### src/rtl/acc_cpu_pkg.sv
// Shared opcodes, FSM state encoding and control-word layout for the acc_cpu core.
package acc_cpu_pkg;

  localparam int unsigned OPC_W = 3;

  localparam logic [OPC_W-1:0] OP_LOAD  = 3'b000;
  localparam logic [OPC_W-1:0] OP_STORE = 3'b001;
  localparam logic [OPC_W-1:0] OP_ADD   = 3'b010;
  localparam logic [OPC_W-1:0] OP_SUB   = 3'b011;
  localparam logic [OPC_W-1:0] OP_IN    = 3'b100;
  localparam logic [OPC_W-1:0] OP_OUT   = 3'b101;
  localparam logic [OPC_W-1:0] OP_JZ    = 3'b110;
  localparam logic [OPC_W-1:0] OP_HALT  = 3'b111;

  typedef enum logic [2:0] {
    S_IDLE    = 3'd0,
    S_FETCH   = 3'd1,
    S_EXEC    = 3'd2,
    S_WAIT_IN = 3'd3,
    S_HALT    = 3'd4
  } state_t;

  typedef enum logic [1:0] {
    ACC_MEM = 2'd0,
    ACC_ADD = 2'd1,
    ACC_SUB = 2'd2,
    ACC_IN  = 2'd3
  } acc_src_t;

  // One-cycle control word produced by the FSM output decoder.
  typedef struct packed {
    logic     clr;
    logic     fetch;
    logic     pc_jmp;
    logic     acc_we;
    acc_src_t acc_src;
    logic     out_we;
    logic     mem_st;
    logic     prog_wr;
  } ctrl_t;

  // The instruction word must hold the opcode above the operand address.
  function automatic bit widths_ok(input int unsigned data_w, input int unsigned addr_w);
    return data_w >= addr_w + OPC_W;
  endfunction

endpackage

### src/rtl/acc_cpu_enter_sync.sv
// Operator button synchroniser with single-cycle rising-edge pulse.
module enter_sync (
  input  logic clk,
  input  logic reset,
  input  logic enter,
  output logic rise_c
);

  logic s1, s2, s3;

  always_ff @(posedge clk or negedge reset) begin
    if (!reset) begin
      s1 <= 1'b0;
      s2 <= 1'b0;
      s3 <= 1'b0;
    end else begin
      s1 <= enter;
      s2 <= s1;
      s3 <= s2;
    end
  end

  assign rise_c = s2 & ~s3;

endmodule

### src/rtl/acc_cpu.sv
// Single-accumulator processor with unified program/data memory and a
// program-load port usable while idle or halted.
module acc_cpu
  import acc_cpu_pkg::*;
#(
  parameter int unsigned DATA_W = 8,
  parameter int unsigned ADDR_W = 5,
  parameter bit          SAT    = 1'b0
) (
  input  logic              clk,
  input  logic              reset,
  input  logic              init,
  input  logic              enter,
  input  logic [DATA_W-1:0] in,
  input  logic              prog_we,
  input  logic [ADDR_W-1:0] prog_addr,
  input  logic [DATA_W-1:0] prog_data,
  output logic [DATA_W-1:0] out,
  output logic              halt,
  output logic [ADDR_W-1:0] ir_addr,
  output logic [ADDR_W-1:0] pc_out,
  output logic [DATA_W-1:0] acc_out,
  output logic [DATA_W-1:0] mem_out
);

  localparam int unsigned DEPTH = 2 ** ADDR_W;

  if (!widths_ok(DATA_W, ADDR_W)) begin : g_bad_widths
    $error("acc_cpu: DATA_W must be at least ADDR_W+3");
  end

  state_t            state, state_nx;
  ctrl_t             ctrl;
  logic [DATA_W-1:0] mem [DEPTH];
  logic [OPC_W-1:0]  ir_op;
  logic [ADDR_W-1:0] ir_a;
  logic [ADDR_W-1:0] pc;
  logic [DATA_W-1:0] acc;
  logic [DATA_W-1:0] out_q;
  logic              halt_q;
  logic [DATA_W-1:0] fetch_word;
  logic [DATA_W-1:0] operand;
  logic [DATA_W-1:0] acc_nx;
  logic [DATA_W:0]   sum;
  logic [DATA_W:0]   diff;
  logic              enter_rise_c;

  enter_sync u_enter_sync (
    .clk    (clk),
    .reset  (reset),
    .enter  (enter),
    .rise_c (enter_rise_c)
  );

  assign fetch_word = mem[pc];
  assign operand    = mem[ir_a];

  // FSM state register
  always_ff @(posedge clk or negedge reset) begin
    if (!reset) state <= S_IDLE;
    else        state <= state_nx;
  end

  // Next-state logic; init overrides everything
  always_comb begin
    state_nx = state;
    if (init) begin
      state_nx = S_FETCH;
    end else begin
      case (state)
        S_IDLE:    state_nx = S_IDLE;
        S_FETCH:   state_nx = S_EXEC;
        S_EXEC: begin
          case (ir_op)
            OP_IN:   state_nx = S_WAIT_IN;
            OP_HALT: state_nx = S_HALT;
            default: state_nx = S_FETCH;
          endcase
        end
        S_WAIT_IN: if (enter_rise_c) state_nx = S_FETCH;
        S_HALT:    state_nx = S_HALT;
        default:   state_nx = S_IDLE;
      endcase
    end
  end

  // Control decode; enter edges outside WAIT_IN fall through unused
  always_comb begin
    ctrl = '0;
    if (init) begin
      ctrl.clr = 1'b1;
    end else begin
      case (state)
        S_IDLE, S_HALT: ctrl.prog_wr = prog_we;
        S_FETCH:        ctrl.fetch   = 1'b1;
        S_EXEC: begin
          case (ir_op)
            OP_LOAD: begin
              ctrl.acc_we  = 1'b1;
              ctrl.acc_src = ACC_MEM;
            end
            OP_STORE: ctrl.mem_st = 1'b1;
            OP_ADD: begin
              ctrl.acc_we  = 1'b1;
              ctrl.acc_src = ACC_ADD;
            end
            OP_SUB: begin
              ctrl.acc_we  = 1'b1;
              ctrl.acc_src = ACC_SUB;
            end
            OP_OUT:  ctrl.out_we = 1'b1;
            OP_JZ:   ctrl.pc_jmp = (acc == '0);
            default: ;
          endcase
        end
        S_WAIT_IN: begin
          if (enter_rise_c) begin
            ctrl.acc_we  = 1'b1;
            ctrl.acc_src = ACC_IN;
          end
        end
        default: ;
      endcase
    end
  end

  // Extra top bit carries ADD carry-out / SUB borrow for saturation
  assign sum  = {1'b0, acc} + {1'b0, operand};
  assign diff = {1'b0, acc} - {1'b0, operand};

  always_comb begin
    acc_nx = operand;
    unique case (ctrl.acc_src)
      ACC_MEM: acc_nx = operand;
      ACC_ADD: acc_nx = (SAT && sum[DATA_W])  ? '1 : sum[DATA_W-1:0];
      ACC_SUB: acc_nx = (SAT && diff[DATA_W]) ? '0 : diff[DATA_W-1:0];
      ACC_IN:  acc_nx = in;
    endcase
  end

  // Architectural registers
  always_ff @(posedge clk or negedge reset) begin
    if (!reset) begin
      pc     <= '0;
      ir_op  <= '0;
      ir_a   <= '0;
      acc    <= '0;
      out_q  <= '0;
      halt_q <= 1'b0;
    end else begin
      halt_q <= (state_nx == S_HALT);
      if (ctrl.clr) begin
        pc    <= '0;
        acc   <= '0;
        out_q <= '0;
      end else begin
        if (ctrl.fetch) begin
          ir_op <= fetch_word[DATA_W-1 -: OPC_W];
          ir_a  <= fetch_word[ADDR_W-1:0];
          pc    <= pc + ADDR_W'(1);
        end
        if (ctrl.pc_jmp) pc    <= ir_a;
        if (ctrl.acc_we) acc   <= acc_nx;
        if (ctrl.out_we) out_q <= acc;
      end
    end
  end

  // Memory has no reset so programs survive reset and init
  always_ff @(posedge clk) begin
    if (ctrl.mem_st)       mem[ir_a]      <= acc;
    else if (ctrl.prog_wr) mem[prog_addr] <= prog_data;
  end

  assign out     = out_q;
  assign halt    = halt_q;
  assign ir_addr = ir_a;
  assign pc_out  = pc;
  assign acc_out = acc;
  assign mem_out = operand;

endmodule

### config.mk
export PLATFORM = sky130hd
export DESIGN_NAME = acc_cpu
export DESIGN_NICKNAME = d
export VERILOG_FILES = /design/src/rtl/acc_cpu_pkg.sv /design/src/rtl/acc_cpu_enter_sync.sv /design/src/rtl/acc_cpu.sv
export SDC_FILE = /design/constraint.sdc
export NUM_CORES = 1
export LEC_CHECK = 0
export CAP_MARGIN = 20
export CORE_ASPECT_RATIO = 1.4
export CORE_UTILIZATION = 61
export CTS_BUF_LIST = sky130_fd_sc_hd__clkbuf_16
export DETAILED_ROUTE_END_ITERATION = 16
export PLACE_DENSITY = 0.8
export SLEW_MARGIN = 40
export SYNTH_ARGS = -nofsm -noshare
export SYNTH_HDL_FRONTEND = slang
export SYNTH_HIERARCHICAL = 1
export SYNTH_SLANG_ARGS = --single-unit
### constraint.sdc
create_clock -name clk -period 5.4 [get_ports clk]
set_input_delay 1.08 -clock clk [delete_from_list [all_inputs] [get_ports clk]]
set_output_delay 1.08 -clock clk [all_outputs]
set_load 0.02 [all_outputs]
==> Word-level counts from Yosys, hierarchy flattened <==
Memory sizes are Yosys's and may differ from the RTL's. A register that Yosys moved wholly into a read port is not among the register bits.
Cells that the tools add are included.
Widths: inputs -> output; s select.
{ "totals": {"reg_bits": 28, "mem_bits_rw": 256, "word_cells": 73, "memories": 1} }
{ "classes": {"addsub": 3, "n_eq_ne": 15, "n_mux": 32, "bitwise_logic": 3, "reduce_logical": 11} }
{ "mem_list": {"columns": ["memory", "depth", "width", "rd", "rd_ports_with_merged_regs", "wr", "line", "source"], "rows": [
  ["mem", 32, 8, 2, 1, 1, "acc_cpu.sv:34", "logic [DATA_W-1:0] mem [DEPTH];"]
]} }
{ "op_table": {"columns": ["cell", "count"], "rows": [
  ["$mux 8", 6],
  ["$pmux 8 s4", 1],
  ["$mux 5", 4],
  ["$eq 3x3->1 const B", 6],
  ["$mux 1", 13],
  ["$eq 3x2->1 const B", 4],
  ["$pmux 3 s2", 2],
  ["$pmux 3 s4", 1],
  ["$mux 3", 3],
  ["$pmux 3 s3", 1],
  ["$add 8x8->8", 1],
  ["$logic_not 8->1", 1],
  ["$reduce_or 8->1", 1],
  ["$sub 8x8->8", 1],
  ["$eq 3x1->1 const B", 2],
  ["$logic_not 3->1", 2],
  ["$add 5x1->5 const B", 1],
  ["$eq 2x2->1 const B", 2],
  ["$reduce_bool 2->1", 2],
  ["$reduce_bool 3->1", 1],
  ["$eq 2x1->1 const B", 1],
  ["$logic_not 2->1", 1],
  ["$mux 2", 1],
  ["$not 1->1", 2],
  ["other kinds (4)", 4]
]} }

==> Longest topological paths before layout <==
{ "logic_depth": {"ltp_word": 10, "mapped_depth": 19} }

==> Cells and area by module <==
Netlist, hierarchy kept.
{ "by_module_without_submodules": {"columns": ["module", "instances", "cells_each", "area_each_um2", "seq_area_each_um2"], "rows": [
  ["acc_cpu", 1, 852, 14259.9, 8513.2],
  ["enter_sync", 1, 4, 88.8, 75.1]
]} }

==> Least setup slack after synthesis <==
Ideal clock, no wire load.
{ "synth_timing": {"path_type": "register -> register", "startpoint": "register ir_a[0], in the netlist ir_addr[0]", "endpoint": "register acc[7], in the netlist acc_out[7]", "t_arrival_ns": 4.068, "slack_ns": 1.237, "stages_incl_launch_ff": 18, "n_path_buf": 3, "period_less_slack_ns": 4.163, "cell_sequence": "dfrtp_1 > buf_6 > buf_6 > buf_6 > mux4_2 > mux4_2 > mux2i_4 > ha_1 > mux2_2 > inv_1 > ha_1 > nor2b_1 > o21ai_0 > a21oi_1 > o41ai_1 > xnor2_1 > xnor2_1 > o31ai_1"} }
{ "synth_via": {"elab_chain_cells": 5} }
{ "synth_lines": {"columns": ["element", "line", "source"], "rows": [
  ["from (decl)", "acc_cpu.sv:36", "logic [ADDR_W-1:0] ir_a;"],
  ["from (signal assigned)", "acc_cpu.sv:159", "ir_a <= fetch_word[ADDR_W-1:0];"],
  ["$mem_v2 32x8 *", null, null],
  ["$sub 8x8->8 / $add 8x8->8 (equally long branches)", "acc_cpu.sv:129, acc_cpu.sv:128", null],
  ["$pmux 8 s4 *", "acc_cpu.sv:133", "unique case (ctrl.acc_src)"],
  ["$mux 8 *", "acc_cpu.sv:163", "if (ctrl.acc_we) acc <= acc_nx;"],
  ["$mux 8 *", "acc_cpu.sv:152", "if (ctrl.clr) begin"],
  ["to (signal assigned)", "acc_cpu.sv:163", null],
  ["to (decl)", "acc_cpu.sv:38", "logic [DATA_W-1:0] acc;"]
]} }
Mark *: on every way between the ends. The rest lies on a longest branch, timed or not. The select of a mux whose other input is x is not followed.
A chain may end at the register's enable or synchronous reset.

==> Worst setup path after layout <==
{ "layout_timing": {"startpoint": "register ir_a[0], in the netlist ir_addr[0]", "endpoint": "output mem_out[3]"} }
{ "layout_via": {"elab_chain_cells": 1} }
{ "layout_lines": {"columns": ["element", "line", "source"], "rows": [
  ["$mem_v2 32x8", null, null],
  ["to (decl)", "acc_cpu.sv:23", "output logic [DATA_W-1:0] mem_out"]
]} }
No other way between the ends.

==> results.txt <==
The run finished with clean final reports. TritonCTS built the clock tree. The number of distinct standard cells referenced by the synthesized netlist is 60. After clock tree synthesis, the flow added hold-fix buffers numbering 0. The run gives 0 as the residual antenna-violating net count after detailed routing.

The post-synthesis async set-or-reset flop share was 0.123; the leakage power was 5.28 nW. Number of hold-slack violations in the final timing report: 0. The number of top-level pins was 61; the count of endpoints failing setup in the final report was 0. The run gives 0.599 as the post-synthesis sequential area ratio.

TritonCTS created 27 clock buffers. The run gives 0.402 as the met1 routing resource usage after global routing. The first-pass iteration count of the detailed router is 5, and the synthesized area divided by synthesized cell count is 16.8 um^2. The die boundary width works out to 132 um. Among the stages of the critical path, the cell type that occurs most often is buf_4. After global routing, the most crowded layer is met2. The die is 183 um tall. The sequential cells in the finished layout cover a total of 8610 um^2. The cell count after synthesis came out at 856. The maximum VDD drop is 0.267 mV, and the minimum period implied by the final worst setup slack is 4.92 ns. The HPWL after detailed placement is 24900 um. For this run the aggregate overflow at the end of global routing stands at 0. The count of vias placed by the detailed router came out at 8865. Level count of the clock H-tree: 1. The run gives 0.0488 as the met3 usage. The Yosys step of the flow raised 6 warnings. Fill cells in the final layout number 1392.

The first global-routing pass estimated 56100 um of wire. Traced cell by cell, the critical path runs through buf_4 -> buf_4 -> mux4_2 -> o22ai_1 -> nor4_2 -> clkdlybuf4s50_1. In this run the clock root is driven by a clkbuf_16. After synthesis the netlist holds a flip-flop and latch count of 292. The final routed wire length divided by cell count is 30.2 um. The tools report the initial antenna violation count as 0. The run gives 895 as the number of nets in the synthesized netlist. In this run the deepest clock path goes through 3 buffers.

The run gives 0.317 as the global routing usage summed across all routing layers. The floorplan step defined a core boundary enclosing 23100 um^2. The via count of the first global-routing pass was 8902; the post-route clock period utilization was 0.910. Flip-flop cell with the highest count after synthesis: edfxtp_1. The total die area was 24100 um^2; the worst max-slew margin expressed relative to the limit was 0.403. For this block, the routed nets add up to 37000 um of wire.

The placed instances occupy a cell area of 15200 um^2. The logs give 0.00719 W for the total power and 5480 um^2 for the area of combinational cells with multiple inputs. The tools report the number of cell rows as 66. The min-delay analysis places its worst path in the category register to register.

The kind of end point of the critical path is an output pin. The logs give 0.878 for the final weighted congestion of routability-driven global placement and 0 for the number of antenna diodes. Category of cells accounting for the largest share of critical-path delay: buffers and inverters. After detailed routing, the number of remaining DRC violations is 0.

After clock tree synthesis, the setup repair step added 0 buffers. The number of sinks on the clock net came out at 292. The ratio of total power to cell area works out to 444 nW/um^2. The run gives 0 as the post-cts sizing count. The tools report the starting DRC count in detailed routing as 950.

The count of final max-slew check failures was 0. Data arrival time of the critical path: 3.84 ns. On the critical path, the stage with the largest delay is an instance of clkdlybuf4s50_1. Max-cap violations in this run came to 0. The critical path contains buffers and inverters numbering 3 combined. The critical path is of the register to output pin type. The maximum number of pins on one net before global-route repair is 42.

After routing, the total negative slack on setup checks comes to 0 ns. The fraction of layout cells with a size suffix above 1 came out at 0.270. After routing the design area is 16200 um^2. Data on the critical path is required at its endpoint by 4.32 ns. The port buffer count was 60; the post-synthesis to final-layout area growth was 13.0%.

Kind of launch point of the worst setup path: a register. Static timing analysis puts the maximum clock frequency at 203 MHz. Setup repair after global routing left no endpoint under its margin. The largest incremental delay on the critical path works out to 0.75 ns. At the pin with the least slew margin, the transition time is 0.892 ns.

Clock latency reported for the late side of the worst-skew pair: 0.55 ns. Yosys mapped a number of flops with a built-in enable equal to 256. In this run the worst path has a maximum fanout of 28.

Met2 track demand over resource in global routing: 0.534. The mapped netlist covers 14300 um^2. Dividing the detail-routed via count by the number of cells gives 7.24. For the effective utilization at floorplan, the log shows 0.621. Net count reported at finish: 937. Between clock sinks in the finished design, the worst skew comes to 0.0136 ns. The clock edge transition at the registers on the reported setup and hold paths was 0.07 ns.
-- cell type report --
type	instances	area share
repair buffers	74	0.0474
well taps	306	0.0236
flip-flops and latches	292	0.531
clock buffers	27	0.0417
inverters	13	0.00301
clock inverters	22	0.0151
multi-input cells	490	0.338
-- stage by stage --
stage               worst slack, ns  std cells  utilization  hold slack, ns
finish                        0.484       1224        0.701           0.361
global route                  0.314       1224        0.701           0.378
CTS                           0.485       1223        0.699           0.365
detailed placement            0.760       1174        0.659           0.341
global placement              0.757       1170        0.654           0.346
floorplan                      1.24        856            -           0.331
-- where the power goes --
part           leakage [nW]  internal [W]  switching (W)
logic                  2.00       0.00114        0.00127
clock network         0.460       0.00115       0.000849
registers              2.82       0.00256       0.000220
-- synth_stat cells, drive strengths merged, types with 13 or more instances --
| library cell | count | share of area |
|---|---|---|
| clkbuf | 33 | 0.0086 |
| o22ai | 25 | 0.011 |
| dfrtp | 36 | 0.063 |
| nor2 | 77 | 0.020 |
| mux4 | 143 | 0.22 |
| nand2 | 49 | 0.013 |
| a21oi | 18 | 0.0063 |
| nor2b | 14 | 0.0066 |
| buf | 28 | 0.013 |
| inv | 13 | 0.0034 |
| o21ai | 17 | 0.0059 |
| edfxtp | 256 | 0.54 |
| mux2i | 19 | 0.014 |
-- path summary, 6_finish.rpt --
kind	startpoint	to	slack (ns)	cells past startpoint
max	ir_addr[0]$_DFFE_PN0P_	mem_out[3]	0.48	6
min	u_enter_sync/s1$_DFF_PN0_	u_enter_sync/s2$_DFF_PN0_	0.36	0
min reg2reg	u_enter_sync/s1$_DFF_PN0_	u_enter_sync/s2$_DFF_PN0_	0.36	0
max reg2reg	ir_addr[0]$_DFFE_PN0P_	acc_out[7]$_DFFE_PN0P_	0.63	15
min in group asynchronous	reset	out[2]$_DFFE_PN0P_	0.49	1
max in group asynchronous	reset	pc_out[0]$_DFFE_PN0P_	4.52	1
-- logic make-up (layout without fill, tap and decap cells) --
family | after synthesis | after routing | share of synthesized area
AOI/OAI and AO/OA | 91 | 91 | 0.0404
xor gates and xnor gates | 16 | 16 | 0.00977
adders and majority gates | 13 | 13 | 0.0119
buffers and inverters | 74 | 136 | 0.0255
DFF | 292 | 292 | 0.599
muxes | 166 | 166 | 0.242
and+or+nand+nor | 204 | 204 | 0.0723
-- layout by cell type, fill, tap and decap left out, types with 3 or more instances in the layout --
cell / synthesis / routed
o21ai_0: 12 / 10
or3_1: 3 / 3
nand2_1: 49 / 43
nand3b_1: 5 / 5
buf_12: 2 / 4
buf_4: 4 / 9
mux4_2: 143 / 143
o21ai_2: 0 / 3
clkbuf_16: 0 / 27
nor3_1: 7 / 7
edfxtp_1: 256 / 256
mux2_2: 4 / 4
nor3b_1: 4 / 4
bufinv_16: 0 / 5
nor4_2: 6 / 6
xnor2_1: 9 / 9
mux2i_1: 18 / 18
ha_1: 12 / 12
clkinv_2: 0 / 5
nand2_2: 0 / 6
clkdlybuf4s50_1: 0 / 59
a21oi_1: 18 / 18
xor2_1: 7 / 7
inv_1: 13 / 18
dfrtp_1: 36 / 30
nand2b_1: 9 / 9
a211oi_1: 11 / 11
and2_1: 5 / 5
nor2_2: 0 / 13
dfrtp_4: 0 / 4
nor2b_1: 13 / 13
nand3_1: 8 / 8
nor2_1: 77 / 64
o22ai_1: 25 / 25
clkinvlp_4: 0 / 4
-- metal layers --
metal	vias up	routed length, um
met4	0	2310
met2	654	18800
met5	-	0
met1	4514	12500
met3	133	3430
li1	3564	-
-- worst reg2reg max path, delay by kind of cell (launching register included) --
family,cells,cell delay (ns)
AOI/OAI and AO/OA,4,0.98
xor gates and xnor gates,2,0.29
adders and majority gates,2,0.51
buffers and inverters,2,0.35
DFF,1,0.74
muxes,4,1.66
and+or+nand+nor,1,0.14
-- state kept, by name (all words and copies together) (netlist names) --
name and flops:
mem 256, acc_out 8, out 8, ir_addr 5
pc_out 5, ir_op 3, state 3, halt 1
u_enter_sync/s1 1, u_enter_sync/s2 1, u_enter_sync/s3 1
(Power assumes the default switching activity.)
